`config.mk`:
```
export PLATFORM = sky130hd
export DESIGN_NAME = mem_arbiter
export DESIGN_NICKNAME = d
export VERILOG_FILES = /design/src/rtl/mem_arb_pkg.sv /design/src/rtl/mem_arb_pick.sv /design/src/rtl/mem_arbiter.sv
export SDC_FILE = /design/constraint.sdc
export NUM_CORES = 1
export LEC_CHECK = 0
export CAP_MARGIN = 20
export CORE_AREA = 2 2 334 336
export CTS_BUF_LIST = sky130_fd_sc_hd__clkbuf_8 sky130_fd_sc_hd__clkbuf_16
export DETAILED_ROUTE_END_ITERATION = 12
export DIE_AREA = 0 0 336 338
export HOLD_SLACK_MARGIN = 0.12
export SKIP_CTS_REPAIR_TIMING = 1
export SYNTH_ARGS = -nofsm -noshare
export SYNTH_HDL_FRONTEND = slang
export SYNTH_SLANG_ARGS = --single-unit
```
`constraint.sdc`:
```
create_clock -name clk -period 4.3 [get_ports clk]
set_clock_uncertainty 0.05 [all_clocks]
set_input_delay 1.075 -clock clk [delete_from_list [all_inputs] [get_ports clk]]
set_output_delay 1.075 -clock clk [all_outputs]
set_load 0.005 [all_outputs]
```
`src/rtl/mem_arb_pkg.sv`:
```
// Shared definitions for the I/D-cache memory arbiter: state encoding,
// owner codes and default line geometry.
package mem_arb_pkg;

    localparam int ADDR_W_DEF = 28;
    localparam int LINE_W_DEF = 128;

    typedef enum logic [1:0] {
        IDLE    = 2'd0,
        GRANT_I = 2'd1,
        GRANT_D = 2'd2
    } arb_state_e;

    localparam logic [1:0] OWN_NONE = 2'b00;
    localparam logic [1:0] OWN_I    = 2'b01;
    localparam logic [1:0] OWN_D    = 2'b10;

    // last_grant encoding: which requester held the port most recently
    localparam logic LAST_I = 1'b0;
    localparam logic LAST_D = 1'b1;

    function automatic logic [1:0] state_to_owner(input arb_state_e s);
        logic [1:0] o;
        case (s)
            GRANT_I: o = OWN_I;
            GRANT_D: o = OWN_D;
            IDLE:    o = OWN_NONE;
            default: o = OWN_NONE;
        endcase
        return o;
    endfunction

endpackage

```
`src/rtl/mem_arb_pick.sv`:
```
// Arbitration decision between the I and D requesters; purely combinational
// so it can be exercised exhaustively on its own.
module mem_arb_pick
    import mem_arb_pkg::*;
#(
    parameter int RR_EN = 1
) (
    input  logic       req_i,
    input  logic       req_d,
    input  logic       last_grant,
    output logic [1:0] winner
);

    // Fixed priority favours D on a tie; round-robin favours whoever did not go last.
    always_comb begin
        winner = OWN_NONE;
        case ({req_i, req_d})
            2'b10: winner = OWN_I;
            2'b01: winner = OWN_D;
            2'b11: begin
                if ((RR_EN != 0) && (last_grant == LAST_D)) begin
                    winner = OWN_I;
                end else begin
                    winner = OWN_D;
                end
            end
            default: winner = OWN_NONE;
        endcase
    end

endmodule

```
`src/rtl/mem_arbiter.sv`:
```
// Shares one line-wide memory port between the I-cache and D-cache, granting
// one whole transaction at a time and holding it until mem_ready.
module mem_arbiter
    import mem_arb_pkg::*;
#(
    parameter int ADDR_W = ADDR_W_DEF,
    parameter int LINE_W = LINE_W_DEF,
    parameter int RR_EN  = 1
) (
    input  logic              clk,
    input  logic              rst_n,

    input  logic              i_mem_read,
    input  logic              i_mem_write,
    input  logic [ADDR_W-1:0] i_mem_addr,
    input  logic [LINE_W-1:0] i_mem_wdata,
    output logic [LINE_W-1:0] i_mem_rdata,
    output logic              i_mem_ready,

    input  logic              d_mem_read,
    input  logic              d_mem_write,
    input  logic [ADDR_W-1:0] d_mem_addr,
    input  logic [LINE_W-1:0] d_mem_wdata,
    output logic [LINE_W-1:0] d_mem_rdata,
    output logic              d_mem_ready,

    output logic              mem_read,
    output logic              mem_write,
    output logic [ADDR_W-1:0] mem_addr,
    output logic [LINE_W-1:0] mem_wdata,
    input  logic [LINE_W-1:0] mem_rdata,
    input  logic              mem_ready,

    output logic [1:0]        owner
);

    arb_state_e        state_q, state_d;
    logic              last_grant_q, last_grant_d;
    logic              mem_read_q, mem_read_d;
    logic              mem_write_q, mem_write_d;
    logic [ADDR_W-1:0] mem_addr_q, mem_addr_d;
    logic [LINE_W-1:0] mem_wdata_q, mem_wdata_d;

    logic              req_i_s;
    logic              req_d_s;
    logic [1:0]        winner_s;

    assign req_i_s = i_mem_read | i_mem_write;
    assign req_d_s = d_mem_read | d_mem_write;

    mem_arb_pick #(
        .RR_EN (RR_EN)
    ) u_pick (
        .req_i      (req_i_s),
        .req_d      (req_d_s),
        .last_grant (last_grant_q),
        .winner     (winner_s)
    );

    // State register and captured memory-side request.
    always_ff @(posedge clk) begin
        if (!rst_n) begin
            state_q      <= IDLE;
            last_grant_q <= LAST_I;
            mem_read_q   <= 1'b0;
            mem_write_q  <= 1'b0;
            mem_addr_q   <= '0;
            mem_wdata_q  <= '0;
        end else begin
            state_q      <= state_d;
            last_grant_q <= last_grant_d;
            mem_read_q   <= mem_read_d;
            mem_write_q  <= mem_write_d;
            mem_addr_q   <= mem_addr_d;
            mem_wdata_q  <= mem_wdata_d;
        end
    end

    // Next-state: capture the winner in IDLE, release on mem_ready.
    always_comb begin
        state_d      = state_q;
        last_grant_d = last_grant_q;
        mem_read_d   = mem_read_q;
        mem_write_d  = mem_write_q;
        mem_addr_d   = mem_addr_q;
        mem_wdata_d  = mem_wdata_q;
        case (state_q)
            IDLE: begin
                mem_read_d  = 1'b0;
                mem_write_d = 1'b0;
                if (winner_s == OWN_I) begin
                    state_d      = GRANT_I;
                    last_grant_d = LAST_I;
                    mem_read_d   = i_mem_read;
                    mem_write_d  = i_mem_write;
                    mem_addr_d   = i_mem_addr;
                    mem_wdata_d  = i_mem_wdata;
                end else if (winner_s == OWN_D) begin
                    state_d      = GRANT_D;
                    last_grant_d = LAST_D;
                    mem_read_d   = d_mem_read;
                    mem_write_d  = d_mem_write;
                    mem_addr_d   = d_mem_addr;
                    mem_wdata_d  = d_mem_wdata;
                end else begin
                    state_d = IDLE;
                end
            end
            GRANT_I, GRANT_D: begin
                // Address and data deliberately keep their last values after completion.
                if (mem_ready) begin
                    state_d     = IDLE;
                    mem_read_d  = 1'b0;
                    mem_write_d = 1'b0;
                end else begin
                    state_d = state_q;
                end
            end
            default: begin
                state_d     = IDLE;
                mem_read_d  = 1'b0;
                mem_write_d = 1'b0;
            end
        endcase
    end

    // Outputs: registered strobes, combinational return path and owner decode.
    always_comb begin
        mem_read    = mem_read_q;
        mem_write   = mem_write_q;
        mem_addr    = mem_addr_q;
        mem_wdata   = mem_wdata_q;
        i_mem_rdata = mem_rdata;
        d_mem_rdata = mem_rdata;
        i_mem_ready = mem_ready & (state_q == GRANT_I);
        d_mem_ready = mem_ready & (state_q == GRANT_D);
        owner       = state_to_owner(state_q);
    end

endmodule

```
# --- After elaboration in Yosys (flattened, before gate mapping) ---
# Index checks and enable logic that the tools add are counted.
word_totals:
  register_bits: 161
  input_bits: 447
  out_inout_bits: 418
  wordCells: 42
op_classes:
  n_eq_ne: 8
  mux: 20
  n_bitwise: 4
  n_reduce_logical: 4
op_table:
  columns: ["cell", "count"]
  rows:
  - ["2-to-1 mux 128 bit", 2]
  - ["2-to-1 mux 28 bit", 2]
  - ["== test 2 bit (second input constant)", 4]
  - ["2-to-1 mux 2 bit", 4]
  - ["case mux 2 bit (2 select lines)", 2]
  - ["2-to-1 mux 1 bit", 7]
  - ["== test 2 x 1 -> 1 bit (second input constant)", 3]
  - ["case mux 2 bit (3 select lines)", 1]
  - ["case mux 1 bit (2 select lines)", 2]
  - ["AND 1 bit", 2]
  - ["logical NOT 2 bit", 1]
  - ["inequality test 2 bit (second input constant)", 1]
  - ["bitwise OR 1 bit", 2]
  - ["AND reduction 2 bit", 1]
  - ["nonzero test 2 bit", 1]
  - ["OR reduction 2 bit", 1]

# --- Longest topological paths before layout ---
depth:
  word_depth: 7
  depth_mapped: 10
  depth_no_buf: 7

# --- By module ---
# A second synthesis with hierarchy kept.
unflattened:
  cells_unflattened: 993
  area_unflattened_um2: 9576.7
by_module_without_submodules:
  columns: ["mod", "instances", "cells_per_inst", "area_each_um2", "seq_area_each_um2"]
  rows:
  - ["mem_arbiter", 1, 990, 9557.9, 3223.1]
  - ["mem_arb_pick", 1, 3, 18.8, 0.0]

# --- Least setup slack after synthesis ---
# Ideal clock, no wire load.
synth_timing:
  path_kind: "in2reg"
  from: "in i_mem_write"
  to: "reg mem_addr_q[25], in the netlist mem_addr[25]"
  setup_ps: 116
  t_arrival_ps: 2358
  t_required_ps: 4134
  setup_slack_ps: 1776
  cell_stages: 8
  n_path_buf: 2
  cell_sequence: "o21ai_0 > o21ai_0 > ha_1 > and2b_1 > buf_6 > clkbuf_1 > nand2_1 > o211a_1"
synth_between:
  elab_chain_len: 6
  word_cells_on_any_way: 10
  classes_between: "5 x eq/ne; 2 x mux; 1 x bitwise; 2 x reduce/logical"
synth_lines:
  columns: ["item", "line", "source"]
  rows:
  - ["from (decl)", "mem_arbiter.sv:14", "input logic i_mem_write,"]
  - ["bitwise OR 1 bit (*)", "mem_arbiter.sv:48", "assign req_i_s = i_mem_read | i_mem_write;"]
  - ["== test 2 bit / == test 2 x 1 -> 1 bit (equally long branches)", "mem_arb_pick.sv:17", "case ({req_i, req_d})"]
  - ["case mux 2 bit (3 select lines) (*)", "mem_arb_pick.sv:17", null]
  - ["== test 2 x 1 -> 1 bit / == test 2 bit (equally long branches)", "mem_arbiter.sv:91, mem_arbiter.sv:98", null]
  - ["nonzero test 2 bit (no source line)", null, null]
  - ["AND reduction 2 bit (no source line)", null, null]
  - ["to (signal assigned)", "mem_arbiter.sv:74", "mem_addr_q <= mem_addr_d;"]
  - ["to (decl)", "mem_arbiter.sv:41", "logic [ADDR_W-1:0] mem_addr_q, mem_addr_d;"]
# Every way passes the cells marked *; elsewhere a longest branch is shown, timed or not.
# A chain may end at the register's enable or synchronous reset.

# --- Worst setup path after layout ---
layout_timing:
  from: "in mem_ready"
  to: "out d_mem_ready"
layout_between:
  elab_chain_len: 1
layout_lines:
  columns: ["item", "line", "source"]
  rows:
  - ["from (decl)", "mem_arbiter.sv:32", "input logic mem_ready,"]
  - ["AND 1 bit", "mem_arbiter.sv:136", "d_mem_ready = mem_ready & (state_q == GRANT_D);"]
  - ["to (decl)", "mem_arbiter.sv:25", "output logic d_mem_ready,"]
# Every way passes these cells.

==> impl_metrics.py <==
metrics = {
    "run_status": {
        "run_status": "complete, no violations",
    },
    "sta": {
        "holdWs_ns": 0.421,
        "period_share_pct": 81.3,
        "fmax_mhz": 286,
        "worst_slack_ns": 0.806,
        "tightestPinTransition_ns": 0.649,
        "finalSetupViolCount": 0,
        "slew_viol_final": 0,
        "rsz0062_at_grt": "false",
        "finalHoldViolations": 0,
        "timing.slew.headroom_pct": 56.7,
        "post_layout_min_period_ns": 3.49,
        "totalNegativeSetupSlack_ns": 0,
    },
    "synth": {
        "synth.most_common_cell": "sky130_fd_sc_hd__buf_4",
        "post_synth_most_frequent_cells": "sky130_fd_sc_hd__buf_4 (263), sky130_fd_sc_hd__dfxtp_1 (161), sky130_fd_sc_hd__nand2_1 (159)",
        "dominantRegCellSynth": "sky130_fd_sc_hd__dfxtp_1",
        "syn-num-nets": 1446,
        "synth.top_cells.by_area": "sky130_fd_sc_hd__dfxtp_1 (34%), sky130_fd_sc_hd__buf_4 (21%), sky130_fd_sc_hd__o211a_1 (16%)",
        "yosysWarningCount": 0,
        "yosysUniqueCellTypes": 22,
        "synth.yosys.seq_area_share_pct": 33.8,
        "synth_async_sr_flop_share_pct": 0,
        "synth_top_area_share_pct": 33.8,
        "post_synth_edffs": 0,
        "ys_ff_latch": 161,
        "synth.avg_cell_area_um2": 9.62,
        "postSynthCellCount": 992,
        "post-synth-top-area-cell": "sky130_fd_sc_hd__dfxtp_1",
        "syn-cell-area_um2": 9540,
    },
    "job": {
        "max_cap_viol": 0,
    },
    "worst_hold_path": {
        "hold_path_depth": 2,
        "timing.hold.worst.class": "reg -> reg",
    },
    "worst_setup_path": {
        "worst_setup_path_start_kind": "input pin",
        "critPathMostFrequentCell": "sky130_fd_sc_hd__clkdlybuf4s50_1",
        "timing.critical_path.slowest_stage_cell": "sky130_fd_sc_hd__clkdlybuf4s50_1",
        "worst-endpoint-required_ns": 3.17,
        "critical_path_s_top_delay_family": "buffers and inverters",
        "crit_path_end_kind": "output port",
        "cp_num_buf_inv": 2,
        "crit_chain": "clkdlybuf4s50_1 > and2_1 > clkdlybuf4s50_1",
        "worst-r2r-cell-count": 7,
        "cp_slowest_stage_delay_ns": 0.59,
        "timing.critical_path.fanout_max": 4,
        "cp.depth": 3,
        "timing.setup.critical_path_class": "in -> out",
        "setup.reg_to_reg.worst_slack_ns": 1.99,
        "critPathArrivalTime_ns": 2.37,
    },
    "drt": {
        "route.vias.total": 7851,
        "post-route-drc-count": 0,
        "routedWlPerCell_um": 20.1,
        "viasPerCell": 2.91,
        "antenna_left": 0,
        "totalWireLength_mm": 54.3,
        "drt_pass1_iterations": 5,
        "drt_first_iter_violations": 347,
    },
    "layout": {
        "post_route_cells_drive_above_1_share_pct": 5.85,
        "nNetsFinal": 1654,
        "regArea_um2": 3220,
        "n_fill_cell": 12640,
        "multi_input_comb_area_um2": 3960,
        "finish.cell_count_without_fillers": 2702,
        "fin_area_um2": 14800,
        "area_growth_syn_to_layout_pct": 54.8,
        "finish.utilization_pct": 13.4,
    },
    "placed_design": {
        "dpl.cell_count": 2669,
        "pre_cts_ws_ns": 0.665,
        "dp_hpwl_mm": 46.3,
        "port_buffers": 480,
        "finalWeightedCongestion": 0.770,
        "dpl-instance-area_um2": 14200,
    },
    "die": {
        "fp.dieArea_um2": 114000,
        "ioPinCount": 865,
        "fp.dieH_um": 338,
        "floorplan.core_area_um2": 110000,
        "num_rows": 122,
        "initial_utilization_pct": 8.67,
        "die-width_um": 336,
    },
    "power": {
        "ir_drop_uv": 285,
        "cellPowerDensity_nw_per_um2": 526,
        "report.power.total_mw": 7.76,
        "cellLeakagePower_nw": 6.27,
    },
    "clock_network": {
        "largest_buffer_count_on_any_clock_path": 2,
        "cts-htree-levels": 4,
        "cts-root-buf": "sky130_fd_sc_hd__clkbuf_16",
        "cts.clk_slew.worst_paths_ns": 0.08,
        "tritoncts_buffer_count": 17,
        "cts_num_sinks": 161,
        "cts_tree": "built",
        "worst_skew_pair_later_pin_latency_ns": 0.46,
    },
    "global_routing": {
        "grt_start_max_net_pins": 122,
        "grt_pass1_wl_mm": 68.8,
        "grt_usage_pct": 9.08,
        "first_global_vias": 7642,
        "grt.overflow.total": 0,
        "number_of_antenna_violations_at_the_first_check_in_global_routing": 13,
    },
}
-- power by group --
| group | internal, mW | switching [mW] | total, mW |
|---|---|---|---|
| clock network | 0.779 | 0.766 | 1.55 |
| registers | 2.11 | 0.345 | 2.45 |
| logic | 2.11 | 1.65 | 3.76 |
| total | 5.00 | 2.76 | 7.76 |
-- layer usage --
metal	up-vias	part of all wire (%)	track usage, %
met5	-	0.30	0.511
li1	3584	-	-
met1	3496	32	8.39
met2	677	46	14.6
met3	78	19	7.73
met4	16	2.6	3.22
-- state kept, by name (all words and copies together), names as in the netlist --
name,cells
last_grant_q,1
mem_addr,28
mem_read,1
mem_wdata,128
mem_write,1
state_q,2
-- logic make-up (layout without fill, tap and decap cells) --
kind of cell / count (synthesis) / count (layout) / synth area share (%)
buffers and inverters: 331 / 552 / 24.9
muxes: 156 / 156 / 16.4
DFF: 161 / 161 / 33.8
and+or+nand+nor: 171 / 171 / 6.96
AOI/OAI and AO/OA: 166 / 166 / 17.1
adders and majority gates: 7 / 7 / 0.918
other: 0 / 1 / 0
-- worst min-delay path: stages (launching register included) --
cell                      delay [ns]
sky130_fd_sc_hd__dfxtp_1        0.32
sky130_fd_sc_hd__nand3_1        0.06
sky130_fd_sc_hd__o21ai_1        0.05
-- path summary, 6_finish.rpt --
path / from / end
hold / removal: mem_read / mem_read
hold reg to reg: mem_read / mem_read
setup / recovery: mem_ready / d_mem_ready
setup reg to reg: last_grant_q / mem_addr[2]
-- placed cells by master, fill, tap and decap left out --
cell and n:
sky130_fd_sc_hd__clkdlybuf4s50_1 479, sky130_fd_sc_hd__dfxtp_1 161, sky130_fd_sc_hd__nand2_1 159, sky130_fd_sc_hd__o211a_1 157, sky130_fd_sc_hd__mux2i_1 156, sky130_fd_sc_hd__buf_4 30, sky130_fd_sc_hd__clkbuf_16 17, sky130_fd_sc_hd__ha_1 6
sky130_fd_sc_hd__buf_12 6, sky130_fd_sc_hd__nand3_1 5, sky130_fd_sc_hd__inv_1 4, sky130_fd_sc_hd__clkinvlp_4 4, sky130_fd_sc_hd__inv_6 4, sky130_fd_sc_hd__o21ai_0 3, sky130_fd_sc_hd__clkinv_2 3, sky130_fd_sc_hd__and2_1 2
sky130_fd_sc_hd__nor2b_1 2, sky130_fd_sc_hd__a21boi_0 2, sky130_fd_sc_hd__a22oi_1 2, sky130_fd_sc_hd__clkbuf_8 2, sky130_fd_sc_hd__diode_2 1, sky130_fd_sc_hd__nor2_1 1, sky130_fd_sc_hd__o22ai_1 1, sky130_fd_sc_hd__and2b_4 1
sky130_fd_sc_hd__nand2b_1 1, sky130_fd_sc_hd__o21ai_1 1, sky130_fd_sc_hd__ha_4 1, sky130_fd_sc_hd__inv_8 1, sky130_fd_sc_hd__clkinv_4 1, sky130_fd_sc_hd__buf_6 1
-- layout make-up --
cell class | instances | share of cell area, %
inverters | 4 | 0.102
repair buffers | 516 | 34.9
multi-input cells | 500 | 26.8
clock buffers | 19 | 3.07
clock inverters | 13 | 0.678
well taps | 1488 | 12.6
diodes | 1 | 0.0170
flip-flops and latches | 161 | 21.8
No activity file was read; power rests on OpenSTA's default activity.
